--- config.mk ---
export PLATFORM = sky130hd
export DESIGN_NAME = ucsbece154a_instr_encoder_flat
export DESIGN_NICKNAME = d
export VERILOG_FILES = /design/src/rtl/ucsbece154a_instr_encoder_pkg.sv /design/src/rtl/ucsbece154a_instr_encoder_if.sv /design/src/rtl/ucsbece154a_instr_encoder_pack.sv /design/src/rtl/ucsbece154a_instr_encoder.sv /design/src/flat_wrapper.sv
export SDC_FILE = /design/constraint.sdc
export NUM_CORES = 1
export LEC_CHECK = 0
export CAP_MARGIN = 20
export CELL_PAD_IN_SITES_DETAIL_PLACEMENT = 0
export CELL_PAD_IN_SITES_GLOBAL_PLACEMENT = 1
export CORE_ASPECT_RATIO = 0.7
export CORE_MARGIN = 3
export CORE_UTILIZATION = 35
export CTS_BUF_LIST = sky130_fd_sc_hd__clkbuf_8
export DETAILED_ROUTE_END_ITERATION = 8
export PLACE_DENSITY_LB_ADDON = 0.1
export SETUP_SLACK_MARGIN = 0.3
export SYNTH_ARGS = -nofsm -noshare
export SYNTH_HDL_FRONTEND = slang
export SYNTH_HIERARCHICAL = 1
export SYNTH_SLANG_ARGS = --single-unit
--- constraint.sdc ---
create_clock -name clk -period 5.1 [get_ports clk]
set_clock_uncertainty 0.15 [all_clocks]
set_input_delay 0.51 -clock clk [delete_from_list [all_inputs] [get_ports clk]]
set_output_delay 0.51 -clock clk [all_outputs]
set_load 0.005 [all_outputs]
--- src/rtl/ucsbece154a_instr_encoder_pkg.sv ---
// Shared constants for the instruction encoder: request kind codes, ALU
// select codes and the RV32I opcode/funct3/funct7 values. These are the same
// values the single-cycle controller decodes. The package also holds the
// encoder FSM state type.
package ucsbece154a_instr_encoder_pkg;

   // request kinds (req_kind_i)
   localparam logic [2:0] KIND_LW    = 3'd0;
   localparam logic [2:0] KIND_SW    = 3'd1;
   localparam logic [2:0] KIND_RTYPE = 3'd2;
   localparam logic [2:0] KIND_BEQ   = 3'd3;
   localparam logic [2:0] KIND_ITYPE = 3'd4;
   localparam logic [2:0] KIND_JAL   = 3'd5;
   localparam logic [2:0] KIND_LUI   = 3'd6;

   // ALU selects (alu_sel_i); codes 4, 6 and 7 are unassigned
   localparam logic [2:0] ALU_ADD = 3'd0;
   localparam logic [2:0] ALU_SUB = 3'd1;
   localparam logic [2:0] ALU_AND = 3'd2;
   localparam logic [2:0] ALU_OR  = 3'd3;
   localparam logic [2:0] ALU_SLT = 3'd5;

   // opcodes
   localparam logic [6:0] OP_LOAD   = 7'b0000011;
   localparam logic [6:0] OP_STORE  = 7'b0100011;
   localparam logic [6:0] OP_RTYPE  = 7'b0110011;
   localparam logic [6:0] OP_BRANCH = 7'b1100011;
   localparam logic [6:0] OP_ITYPE  = 7'b0010011;
   localparam logic [6:0] OP_JAL    = 7'b1101111;
   localparam logic [6:0] OP_LUI    = 7'b0110111;

   // funct3
   localparam logic [2:0] F3_ADD_SUB = 3'b000;
   localparam logic [2:0] F3_SLT     = 3'b010;
   localparam logic [2:0] F3_OR      = 3'b110;
   localparam logic [2:0] F3_AND     = 3'b111;
   localparam logic [2:0] F3_WORD    = 3'b010;
   localparam logic [2:0] F3_BEQ     = 3'b000;

   // funct7
   localparam logic [6:0] F7_SUB     = 7'b0100000;
   localparam logic [6:0] F7_DEFAULT = 7'b0000000;

   typedef enum logic [1:0] {
      ST_IDLE = 2'd0,
      ST_RUN  = 2'd1,
      ST_FULL = 2'd2
   } enc_state_e;

   // true when the upper bits of v are a pure sign extension from bit 'top'
   function automatic logic fits_signed(input logic [31:0] v, input int top);
      logic all_one;
      logic all_zero;
      all_one  = 1'b1;
      all_zero = 1'b1;
      for (int i = 0; i < 32; i++) begin
         if (i >= top) begin
            all_one  = all_one & v[i];
            all_zero = all_zero & ~v[i];
         end
      end
      return all_one | all_zero;
   endfunction

endpackage

--- src/rtl/ucsbece154a_instr_encoder_if.sv ---
// Request bus into the instruction encoder.
//   req_valid  request present
//   req_ready  encoder accepts this cycle (driven by the encoder)
//   req_kind   instruction kind code
//   alu_sel    ALU operation for RTYPE/ITYPE
//   rd/rs1/rs2 register indices
//   imm        byte offset / immediate (two's complement), LUI upper value
interface ucsbece154a_instr_encoder_if;
   logic        req_valid;
   logic        req_ready;
   logic [2:0]  req_kind;
   logic [2:0]  alu_sel;
   logic [4:0]  rd;
   logic [4:0]  rs1;
   logic [4:0]  rs2;
   logic [31:0] imm;

   modport master (
      output req_valid, req_kind, alu_sel, rd, rs1, rs2, imm,
      input  req_ready
   );

   modport slave (
      input  req_valid, req_kind, alu_sel, rd, rs1, rs2, imm,
      output req_ready
   );
endinterface

--- src/rtl/ucsbece154a_instr_encoder_pack.sv ---
// Pure combinational field-to-word packer for the instruction encoder.
// Ports:
//   kind_i, alu_sel_i        request kind and ALU select
//   rd_i, rs1_i, rs2_i       register indices (unused fields ignored)
//   imm_i                    immediate / offset
//   word_o                   encoded RV32I instruction
//   legal_o                  request is encodable
module ucsbece154a_instr_pack (
   input  logic [2:0]  kind_i,
   input  logic [2:0]  alu_sel_i,
   input  logic [4:0]  rd_i,
   input  logic [4:0]  rs1_i,
   input  logic [4:0]  rs2_i,
   input  logic [31:0] imm_i,
   output logic [31:0] word_o,
   output logic        legal_o
);
   import ucsbece154a_instr_encoder_pkg::*;

   logic [2:0] alu_f3;
   logic       alu_ok;
   logic       alu_sub;
   logic       imm12_ok;
   logic       imm13_ok;
   logic       imm21_ok;
   logic       lui_ok;

   // 12-bit signed for I/S, 13-bit even for B, 21-bit even for J
   assign imm12_ok = fits_signed(imm_i, 11);
   assign imm13_ok = fits_signed(imm_i, 12) & ~imm_i[0];
   assign imm21_ok = fits_signed(imm_i, 20) & ~imm_i[0];
   assign lui_ok   = (imm_i[11:0] == 12'd0);

   always_comb begin
      alu_f3  = F3_ADD_SUB;
      alu_ok  = 1'b1;
      alu_sub = 1'b0;
      case (alu_sel_i)
         ALU_ADD: alu_f3  = F3_ADD_SUB;
         ALU_SUB: alu_sub = 1'b1;
         ALU_AND: alu_f3  = F3_AND;
         ALU_OR:  alu_f3  = F3_OR;
         ALU_SLT: alu_f3  = F3_SLT;
         default: alu_ok  = 1'b0;
      endcase
   end

   always_comb begin
      word_o  = 32'd0;
      legal_o = 1'b0;
      case (kind_i)
         KIND_LW: begin
            word_o  = {imm_i[11:0], rs1_i, F3_WORD, rd_i, OP_LOAD};
            legal_o = imm12_ok;
         end
         KIND_SW: begin
            word_o  = {imm_i[11:5], rs2_i, rs1_i, F3_WORD, imm_i[4:0], OP_STORE};
            legal_o = imm12_ok;
         end
         KIND_RTYPE: begin
            word_o  = {(alu_sub ? F7_SUB : F7_DEFAULT), rs2_i, rs1_i, alu_f3, rd_i, OP_RTYPE};
            legal_o = alu_ok;
         end
         KIND_BEQ: begin
            word_o  = {imm_i[12], imm_i[10:5], rs2_i, rs1_i, F3_BEQ,
                       imm_i[4:1], imm_i[11], OP_BRANCH};
            legal_o = imm13_ok;
         end
         KIND_ITYPE: begin
            // there is no subi; an ITYPE SUB request is rejected
            word_o  = {imm_i[11:0], rs1_i, alu_f3, rd_i, OP_ITYPE};
            legal_o = alu_ok & ~alu_sub & imm12_ok;
         end
         KIND_JAL: begin
            word_o  = {imm_i[20], imm_i[10:1], imm_i[11], imm_i[19:12], rd_i, OP_JAL};
            legal_o = imm21_ok;
         end
         KIND_LUI: begin
            word_o  = {imm_i[31:12], rd_i, OP_LUI};
            legal_o = lui_ok;
         end
         default: begin
            word_o  = 32'd0;
            legal_o = 1'b0;
         end
      endcase
   end
endmodule

--- src/rtl/ucsbece154a_instr_encoder.sv ---
// Instruction encoder / imem program loader.
// Accepts field-level requests, encodes them into RV32I words and writes
// them to consecutive imem word addresses, one per cycle, one cycle after
// acceptance.
// Ports:
//   clk, reset      clock, asynchronous active-high reset
//   start_i         start a load session (pointer to BASE_ADDR, count/error cleared)
//   req             request bus (slave side)
//   we_o            imem write strobe
//   waddr_o         imem word address
//   wdata_o         encoded instruction
//   count_o         words written this session
//   full_o          count_o == DEPTH
//   error_o         sticky: an illegal request was dropped
//
// state   | meaning
// IDLE    | after reset, waiting for start_i
// RUN     | accepting requests
// FULL    | DEPTH words written, requests stalled until start_i
module ucsbece154a_instr_encoder #(
   parameter int ADDR_W    = 6,
   parameter int DEPTH     = 64,
   parameter int BASE_ADDR = 0
) (
   input  logic                  clk,
   input  logic                  reset,
   input  logic                  start_i,
   ucsbece154a_instr_encoder_if.slave req,
   output logic                  we_o,
   output logic [ADDR_W-1:0]     waddr_o,
   output logic [31:0]           wdata_o,
   output logic [ADDR_W:0]       count_o,
   output logic                  full_o,
   output logic                  error_o
);
   import ucsbece154a_instr_encoder_pkg::*;

   localparam logic [ADDR_W-1:0] BASE      = ADDR_W'(BASE_ADDR);
   localparam logic [ADDR_W:0]   CNT_ONE   = (ADDR_W+1)'(1);
   localparam logic [ADDR_W:0]   CNT_LAST  = (ADDR_W+1)'(DEPTH - 1);
   localparam logic [ADDR_W:0]   CNT_DEPTH = (ADDR_W+1)'(DEPTH);

   enc_state_e        state_q, state_d;
   logic [ADDR_W:0]   count_q, count_d;
   logic              we_q, we_d;
   logic [ADDR_W-1:0] waddr_q, waddr_d;
   logic [31:0]       wdata_q, wdata_d;
   logic              error_q, error_d;

   logic              req_ready;
   logic              accept;
   logic [31:0]       word;
   logic              legal;

   ucsbece154a_instr_pack u_pack (
      .kind_i    (req.req_kind),
      .alu_sel_i (req.alu_sel),
      .rd_i      (req.rd),
      .rs1_i     (req.rs1),
      .rs2_i     (req.rs2),
      .imm_i     (req.imm),
      .word_o    (word),
      .legal_o   (legal)
   );

   // start_i takes priority over a same-cycle request
   assign req_ready     = (state_q == ST_RUN) & ~start_i;
   assign accept        = req.req_valid & req_ready;
   assign req.req_ready = req_ready;

   always_comb begin
      state_d = state_q;
      count_d = count_q;
      we_d    = 1'b0;
      waddr_d = waddr_q;
      wdata_d = wdata_q;
      error_d = error_q;
      if (start_i) begin
         state_d = ST_RUN;
         count_d = '0;
         error_d = 1'b0;
      end else begin
         case (state_q)
            ST_RUN: begin
               if (accept) begin
                  if (legal) begin
                     we_d    = 1'b1;
                     waddr_d = BASE + count_q[ADDR_W-1:0];
                     wdata_d = word;
                     count_d = count_q + CNT_ONE;
                     if (count_q == CNT_LAST) begin
                        state_d = ST_FULL;
                     end
                  end else begin
                     error_d = 1'b1;
                  end
               end
            end
            ST_IDLE: state_d = ST_IDLE;
            ST_FULL: state_d = ST_FULL;
            default: state_d = ST_IDLE;
         endcase
      end
   end

   always_ff @(posedge clk or posedge reset) begin
      if (reset) begin
         state_q <= ST_IDLE;
         count_q <= '0;
         we_q    <= 1'b0;
         waddr_q <= '0;
         wdata_q <= '0;
         error_q <= 1'b0;
      end else begin
         state_q <= state_d;
         count_q <= count_d;
         we_q    <= we_d;
         waddr_q <= waddr_d;
         wdata_q <= wdata_d;
         error_q <= error_d;
      end
   end

   assign we_o    = we_q;
   assign waddr_o = waddr_q;
   assign wdata_o = wdata_q;
   assign count_o = count_q;
   assign full_o  = (count_q == CNT_DEPTH);
   assign error_o = error_q;
endmodule
--- src/flat_wrapper.sv ---
// flat-port wrapper written by rule: the top's interface ports become plain ports
module ucsbece154a_instr_encoder_flat import ucsbece154a_instr_encoder_pkg::*;
#(
   parameter int ADDR_W    = 6,
   parameter int DEPTH     = 64,
   parameter int BASE_ADDR = 0
)
  (clk, reset, start_i, we_o, waddr_o, wdata_o, count_o, full_o, error_o, req_req_valid, req_req_kind, req_alu_sel, req_rd, req_rs1, req_rs2, req_imm, req_req_ready);
  ucsbece154a_instr_encoder_if req_i ();
  input  logic clk;
  input  logic reset;
  input  logic start_i;
  output logic we_o;
  output logic [ADDR_W-1:0] waddr_o;
  output logic [31:0] wdata_o;
  output logic [ADDR_W:0] count_o;
  output logic full_o;
  output logic error_o;
  input wire logic [$bits(req_i.req_valid)-1:0] req_req_valid;
  input wire logic [$bits(req_i.req_kind)-1:0] req_req_kind;
  input wire logic [$bits(req_i.alu_sel)-1:0] req_alu_sel;
  input wire logic [$bits(req_i.rd)-1:0] req_rd;
  input wire logic [$bits(req_i.rs1)-1:0] req_rs1;
  input wire logic [$bits(req_i.rs2)-1:0] req_rs2;
  input wire logic [$bits(req_i.imm)-1:0] req_imm;
  output wire logic [$bits(req_i.req_ready)-1:0] req_req_ready;
  assign req_i.req_valid = req_req_valid;
  assign req_i.req_kind = req_req_kind;
  assign req_i.alu_sel = req_alu_sel;
  assign req_i.rd = req_rd;
  assign req_i.rs1 = req_rs1;
  assign req_i.rs2 = req_rs2;
  assign req_i.imm = req_imm;
  assign req_req_ready = req_i.req_ready;
  ucsbece154a_instr_encoder #(.ADDR_W(ADDR_W), .DEPTH(DEPTH), .BASE_ADDR(BASE_ADDR)) u_core (.clk(clk), .reset(reset), .start_i(start_i), .req(req_i), .we_o(we_o), .waddr_o(waddr_o), .wdata_o(wdata_o), .count_o(count_o), .full_o(full_o), .error_o(error_o));
endmodule
Word-level counts from Yosys, hierarchy flattened --
Index checks and enable logic that the tools add are counted.
Cells by class: $add $sub $neg 1, equality and inequality tests 18, muxes and demuxes 23, bitwise operators 133, reductions and logical operators 12
Operators with widths (number):
- one-hot mux 32 bit (7 select lines) | 1
- bitwise AND 1 bit | 106
- 2-to-1 mux 7 bit | 4
- inverter 1 bit | 24
- == test 3 x 2 -> 1 bit (second input constant) | 4
- == test 3 bit (second input constant) | 4
- logical NOT 12 bit | 1
- 2-to-1 mux 1 bit | 10
- one-hot mux 3 bit (3 select lines) | 1
- AND reduction 3 bit | 3
- 2-to-1 mux 2 bit | 4
- adder 7 x 1 -> 7 bit (second input constant) | 1
- == test 7 x 6 -> 1 bit (second input constant) | 1
- == test 7 bit (second input constant) | 1
- == test 3 x 1 -> 1 bit (second input constant) | 2
- logical NOT 3 bit | 2
- 2-to-1 mux 6 bit | 1
- != test 3 x 2 -> 1 bit (second input constant) | 2
- one-hot mux 1 bit (6 select lines) | 1
- nonzero test 2 bit | 3
- OR reduction 5 bit | 1
- one-hot mux 2 bit (2 select lines) | 1
- AND reduction 4 bit | 1
- != test 3 bit (second input constant) | 1
- other kinds (5) | 7
Word-level totals: register bits after elaboration 49, input bits 57, output and inout bits 49, word-level logic and storage cells 193

Logic depth before layout (Yosys ltp) --
Gate-level depths: netlist of run 1.
depth after elaboration 28, depth in mapped cells 12, gate-level depth less buffers 9

By module --
The synthesis of run 1 kept the hierarchy.
Modules (own cells, without submodules):
- ucsbece154a_instr_encoder | instances 1, cells an instance 215, area an instance 1983.2 µm²
- ucsbece154a_instr_pack | instances 1, cells an instance 131, area an instance 802.0 µm²

Worst setup path before layout of run 1 --
OpenSTA, ideal clock, no wires.
kind input to register, start input req_imm[22], end register u_core.state_q[0], setup time 120 ps, arrival 2254 ps, required time 4830 ps, setup slack 2577 ps, stages 8, buffers on the path 0, cells stage by stage nor4_1 nand3_1 nor4_1 a21oi_1 nand3_1 nand4b_4 or4_1 a31o_1
On the way: longest elaborated chain between the ends 16
RTL lines:
- start, declared | line flat_wrapper.sv:25 | input wire logic [$bits(req_i.imm)-1:0] req_imm;
- inverter 1 bit | line ucsbece154a_instr_encoder_pkg.sv:59 | all_zero = all_zero & ~v[i];
- bitwise AND 1 bit (10 in a row) | line ucsbece154a_instr_encoder_pkg.sv:59
- bitwise OR 1 bit | line ucsbece154a_instr_encoder_pkg.sv:62 | return all_one | all_zero;
- bitwise AND 1 bit, on equally long branches | line ucsbece154a_instr_encoder_pack.sv:31, ucsbece154a_instr_encoder_pack.sv:30, ucsbece154a_instr_encoder_pack.sv:72
- one-hot mux 1 bit (6 select lines) * | line ucsbece154a_instr_encoder_pack.sv:51 | case (kind_i)
- via u_core.legal | line ucsbece154a_instr_encoder.sv:53 | logic legal;
- != test 3 x 2 -> 1 bit (no line) *
- AND reduction 3 bit (no line) *
- end signal, assigned | line ucsbece154a_instr_encoder.sv:115 | state_q <= state_d;
- end, declared | line ucsbece154a_instr_encoder.sv:43 | enc_state_e state_q, state_d;
Mark *: on every way through the listed nets, which the timed path passes. The rest lies on a longest branch. A chain may end at the register's enable or synchronous reset.

Worst setup path after layout of run 1 --
start input req_req_kind[0], end register u_core.wdata_q[22] (netlist: u_core/wdata_o[22])
On the way: longest elaborated chain between the ends 4
RTL lines:
- start, declared | line flat_wrapper.sv:20 | input wire logic [$bits(req_i.req_kind)-1:0] req_req_kind;
- == test 3 x 1 -> 1 bit or logical NOT 3 bit (tied branches) | line ucsbece154a_instr_encoder_pack.sv:51
- OR reduction 2 bit (no line)
- one-hot mux 1 bit (6 select lines) * | line ucsbece154a_instr_encoder_pack.sv:51
- via u_core.legal | line ucsbece154a_instr_encoder.sv:53
- AND reduction 4 bit (no line) *
- end signal, assigned | line ucsbece154a_instr_encoder.sv:119 | wdata_q <= wdata_d;
- end, declared | line ucsbece154a_instr_encoder.sv:47 | logic [31:0] wdata_q, wdata_d;
Marks and branches as above.

==> metrics.cfg, run 1 <==
[final_layout]
nets = 504
drive_gt1_frac = 0.0494
stdcell_area_mm2 = 0.00404
diodes = 0
fin_cells = 543
nFillCells = 746
area_growth_pct = 45.0

[detailed_routing]
drcViolationCount = 0
wirelength_um = 9210
dr.pass1.iters = 4
ant_nets = 0
avgRoutedWirePerCell_um = 17.0
via_count = 2854
via_per_inst = 5.26
drt_iter0_drc = 190

[logic_synthesis]
synth.distinct_cells = 45
syn_inst = 346
async_flop_share = 1.00
syn_nets = 406
seq_area_frac_synth = 0.440
ys_top_cells_by_area = dfrtp_1, nand2_1, a22o_1
netlist_top_cells_count = nand2_1, dfrtp_1, a21oi_1
ys_seq_elements = 49
yosysTopAreaCellShare = 0.440
synth_area_mm2 = 0.00279
yosysMostFrequentCell = nand2_1
postSynthAreaPerCell_um2 = 8.05
yosysWarningCount = 6
synth-edff-count = 0
synth_area_leader_cell = dfrtp_1
synth_flop_cell = dfrtp_1

[placement]
place_area_mm2 = 0.00390
dp_slack_ns = 1.07
portBuffers = 105
place.gp.congestion = 0.891
hpwlAfterDp_um = 6790
place_inst = 534

[timing]
finalWorstSetupSlack_ns = 1.36
setup_viol = 0
max_freq_mhz = 267
hold_violations = 0
worst_pin_slew_ns = 0.773
finalCriticalPeriod_ns = 3.74
grt_setup_unrepaired = no
slew_violations = 0
fin_tns_setup_ns = 0
slew_headroom = 0.483
fin_crit_sh = 0.734

[clock_tree]
hold_buffers = 0
cts_buffers = 5
cts_sinks = 49
cts_resized = 0
clockRootBuffer = clkbuf_8
clk_pin_slew_ns = 0.10
insertion_delay_ns = 0.30
tritoncts = yes
clk_path_buf_depth = 2
cts_setup_buffers = 0
cts_max_level = 2

[floorplan]
pin_count = 106
rows = 26
core_area_mm2 = 0.00751
start_util = 0.371
dieArea_mm2 = 0.00908
die-height_um = 80.6
fp.dieW_um = 113

[global_routing]
antenna_found_initial = 0
grt_max_degree = 50
grt_pass1_wl_um = 14800
grt_overflow = 0
grt_pass1_vias = 2864
track_usage = 0.205

[worst_setup_path]
ff2ff_setup_slack_ns = 2.68
path_max_fanout = 34
end_kind = flip-flop
path_class = primary input to flip-flop
start_kind = primary input
cp_data_required_time_ns = 5.20
worstPathArrival_ns = 3.84

[pwr]
ir_worst_vdd_uv = 159
total_power_mw = 1.22
p_leak_nw = 1.78
p_per_area_mw_per_mm2 = 302

[run_status]
outcome = finished, final reports clean

[flow_run]
maxCapViolCount = 0

[min_path]
hp-class = primary input to async pin

flip-flops by register name, summed over array words and instances (netlist names):
signal	count
u_core/count_o	7
u_core/error_o	1
u_core/we_o	1
u_core/waddr_o	6
u_core/state_q	2
u_core/wdata_o	32
cell usage in the layout (no fill, tap or decap), types with 2 or more instances in the layout:
cell type	netlist	layout
o31ai_1	6	6
or3_1	3	3
clkdlybuf4s50_1	0	105
or4_1	3	3
inv_1	10	9
nor2_2	2	2
nor4_1	10	10
buf_4	1	4
o21ai_1	10	10
a31oi_1	4	4
o21a_1	3	3
a21oi_1	17	17
nand2_1	125	125
a221o_1	4	4
dfrtp_1	49	49
inv_2	1	2
a22o_1	14	14
o21ai_0	8	8
nor2b_1	10	10
ha_1	3	3
nand3_1	7	7
nor2_1	10	10
nand2b_1	3	3
nand4_1	5	5
clkbuf_8	0	6
final timing paths:
check | start | end | cells after the start
setup / recovery | req_req_kind[0] | u_core/wdata_o[22] | 11
hold / removal | reset | u_core/wdata_o[1] | 2
setup reg to reg | u_core/state_q[1] | u_core/wdata_o[22] | 7
hold reg to reg | u_core/waddr_o[4] | u_core/waddr_o[4] | 2
max in group asynchronous | reset | u_core/wdata_o[2] | 3
min in group clk | u_core/waddr_o[4] | u_core/waddr_o[4] | 2
area by class of cell:
cell class | count | area, um^2 | share of cell area
multi-input combinational | 267 | 1430 | 0.353
sequential | 49 | 1230 | 0.304
timing repair buffer | 110 | 1100 | 0.273
clock inverter | 2 | 37.5 | 0.00930
inverter | 11 | 41.3 | 0.0102
clock buffer | 6 | 82.6 | 0.0205
tap | 98 | 123 | 0.0304
power breakdown:
| part | total [mW] | switching (mW) | leakage [nW] | internal, mW |
|---|---|---|---|---|
| combinational | 0.398 | 0.161 | 1.07 | 0.237 |
| clock | 0.298 | 0.139 | 0.0574 | 0.160 |
| sequential | 0.521 | 0.0498 | 0.658 | 0.471 |
| total | 1.22 | 0.349 | 1.78 | 0.869 |
routing by layer:
metal / global-route usage / routed length [um] / up-vias
li1: - / - / 1393
met1: 0.298 / 4490 / 1343
met2: 0.305 / 3880 / 116
met3: 0.0587 / 816 / 2
met4: 0.0372 / 21 / 0
met5: 0 / 0 / -
stage by stage:
| stage | hold slack [ns] | utilization |
|---|---|---|
| after floorplan | 0.320 | - |
| after global placement | 0.308 | 0.519 |
| after detailed placement | 0.311 | 0.519 |
| after CTS | 0.335 | 0.535 |
| after global routing | 0.299 | 0.537 |
| final | 0.303 | 0.537 |
cell families after synthesis:
kind of cell	share of synthesized area
simple gates	0.313
compound gates	0.172
flops	0.440
buf+inv	0.0476
fa+ha+maj	0.0135
xor+xnor	0.00629
mux	0.00764
worst max-delay path: stages:
cell and delay [ns]:
clkdlybuf4s50_1 0.81, nor2_2 0.46, nand2_1 0.13, o22ai_1 0.19, o21ai_1 0.10, nand3_1 0.15
nand4b_4 0.41, inv_1 0.51, buf_4 0.39, nand2_1 0.10, nand2_1 0.07
Power figures use the tool's default switching activity.
==> inputs of run 2 (changes only) <==
CORE_UTILIZATION = 32   (was 35)
clock period = 3.75 ns   (was 5.1 ns; I/O delays follow)
==> run 2 against run 1 <==
Sequential power rose by 36%. Worst setup slack got worse by 0.64 ns. Count of clock-buffer cells in the layout fell by 1. Non-clock buffer count rose by 4. Core utilization fell by 3.7 points. Die area rose by 8.8%. Combinational power rose by 35%. Register-to-register slack got worse by 0.92 ns. Largest cell class unchanged. Largest power group unchanged.
==> metrics.cfg, run 2 (same netlist as run 1, synthesis figures left out) <==
[worst_setup_path]
path_class = primary input to flip-flop
path_max_fanout = 31
path_delay_family = simple AND/OR/NAND/NOR gates
crit_slowest_cell = clkdlybuf4s50_1
crit_buf_inv = 2
cp_slowest_stage_delay_ns = 0.47
start_kind = primary input
worstPathArrival_ns = 3.10
end_kind = flip-flop
crit_chain = clkdlybuf4s50_1 > nor4_1 > nand3_1 > nor4_1 > a21oi_1 > nand3_1 > nand4b_4 > buf_4 > o31ai_1 > mux2_2
cp_data_required_time_ns = 3.81

[timing]
grt_setup_unrepaired = no
finalCriticalPeriod_ns = 3.04
slew_violations = 0
setup_viol = 0
max_freq_mhz = 329
slew_headroom = 0.616
finalWorstSetupSlack_ns = 0.715
fin_crit_sh = 0.809
hold_violations = 0
worst_pin_slew_ns = 0.575
fin_tns_setup_ns = 0

[clock_tree]
hold_buffers = 0
clk_path_buf_depth = 2
insertion_delay_ns = 0.31
cts_resized = 0
cts_setup_buffers = 0
cts_max_level = 2
cts_sinks = 49
cts_buffers = 5
tritoncts = yes
clockRootBuffer = clkbuf_8
clk_pin_slew_ns = 0.10

[detailed_routing]
drt_iter0_drc = 133
drcViolationCount = 0
wirelength_um = 8890
avgRoutedWirePerCell_um = 15.7
via_per_inst = 5.06
via_count = 2861
dr.pass1.iters = 4
ant_nets = 0

[pwr]
internal_power_mw = 1.10
ir_worst_vdd_uv = 182
p_leak_nw = 1.79
pwr-share-comb = 0.341
sequentialPowerShare = 0.448
p_sw_uw = 478
p_per_area_mw_per_mm2 = 387
clkPwrFrac = 0.212
switching_share = 0.303

[floorplan]
die-height_um = 84.1
pin_count = 106
rows = 27
start_util = 0.342
fp.dieW_um = 118
core_area_mm2 = 0.00814
dieArea_mm2 = 0.00988

[placement]
portBuffers = 105
hpwlAfterDp_um = 6710
place.gp.congestion = 0.855
dp_slack_ns = 0.416
place_inst = 556

[final_layout]
drive_gt1_frac = 0.0579
largest_reg_flops = 32
fin_cells = 565
nFillCells = 809
final_core_util = 0.500
diodes = 0
final_common_cell = nand2_1
seqCellArea_mm2 = 0.00123
multiInputGateArea_mm2 = 0.00143
mostFrequentLayoutCells = nand2_1, clkdlybuf4s50_1, dfrtp_1
area_growth_pct = 46.2
nets = 508

[run_status]
outcome = finished, final reports clean

[global_routing]
grt_overflow = 0
grt_pass1_wl_um = 14900
antenna_found_initial = 0
grt_max_degree = 50
grt_pass1_vias = 2868
track_usage = 0.186

[min_path]
hp-class = primary input to async pin

[flow_run]
maxCapViolCount = 0

run 2: final cells by class:
class	instances	share of cell area
flip-flops and latches	49	0.301
repair buffers	114	0.281
well taps	116	0.0356
multi-input cells	267	0.350
clock buffers	5	0.0169
clock inverters	3	0.00522
inverters	11	0.0101
run 2: final timing paths:
kind,from,to,slack [ns],cells past startpoint
max in group asynchronous,reset,u_core/wdata_o[9],2.61,3
worst max register to register,u_core/state_q[1],u_core/state_q[1],1.76,6
min in group clk,u_core/wdata_o[19],u_core/wdata_o[19],0.33,2
worst min-delay path,reset,u_core/wdata_o[1],0.30,2
worst max-delay path,req_imm[25],u_core/state_q[1],0.71,10
worst min register to register,u_core/wdata_o[19],u_core/wdata_o[19],0.33,2
run 2: power groups by stage:
| stage | clock network [mW] | registers (mW) | logic (mW) |
|---|---|---|---|
| finish | 0.334 | 0.706 | 0.538 |
| global route | 0.372 | 0.723 | 0.594 |
| CTS | 0.352 | 0.708 | 0.543 |
| detailed placement | 0 | 0.717 | 0.541 |
| global placement | 0 | 0.715 | 0.538 |
| floorplan | 0 | 0.717 | 0.187 |
run 2: worst register-to-register path: stages (launching register included):
cell and delay (ns):
dfrtp_1 0.39, inv_1 0.05, ha_1 0.25, nand4b_4 0.13, buf_4 0.25, o31ai_1 0.30, mux2_2 0.36
run 2: per-stage QoR:
stage | total power, mW | hold WS (ns) | area (um^2)
after CTS | 1.60 | 0.338 | 4050
after floorplan | 0.904 | 0.320 | 2790
after global routing | 1.69 | 0.333 | 4070
final | 1.58 | 0.298 | 4070
after global placement | 1.25 | 0.309 | 3960
after detailed placement | 1.26 | 0.311 | 3960
run 2: layer usage:
metal,vias to the layer above,share of wire,GRT usage,routed length [um]
li1,1398,-,-,-
met1,1354,0.51,0.277,4510
met2,104,0.40,0.264,3530
met3,5,0.088,0.0610,785
met4,0,0.0073,0.0351,65
met5,-,0,0,0
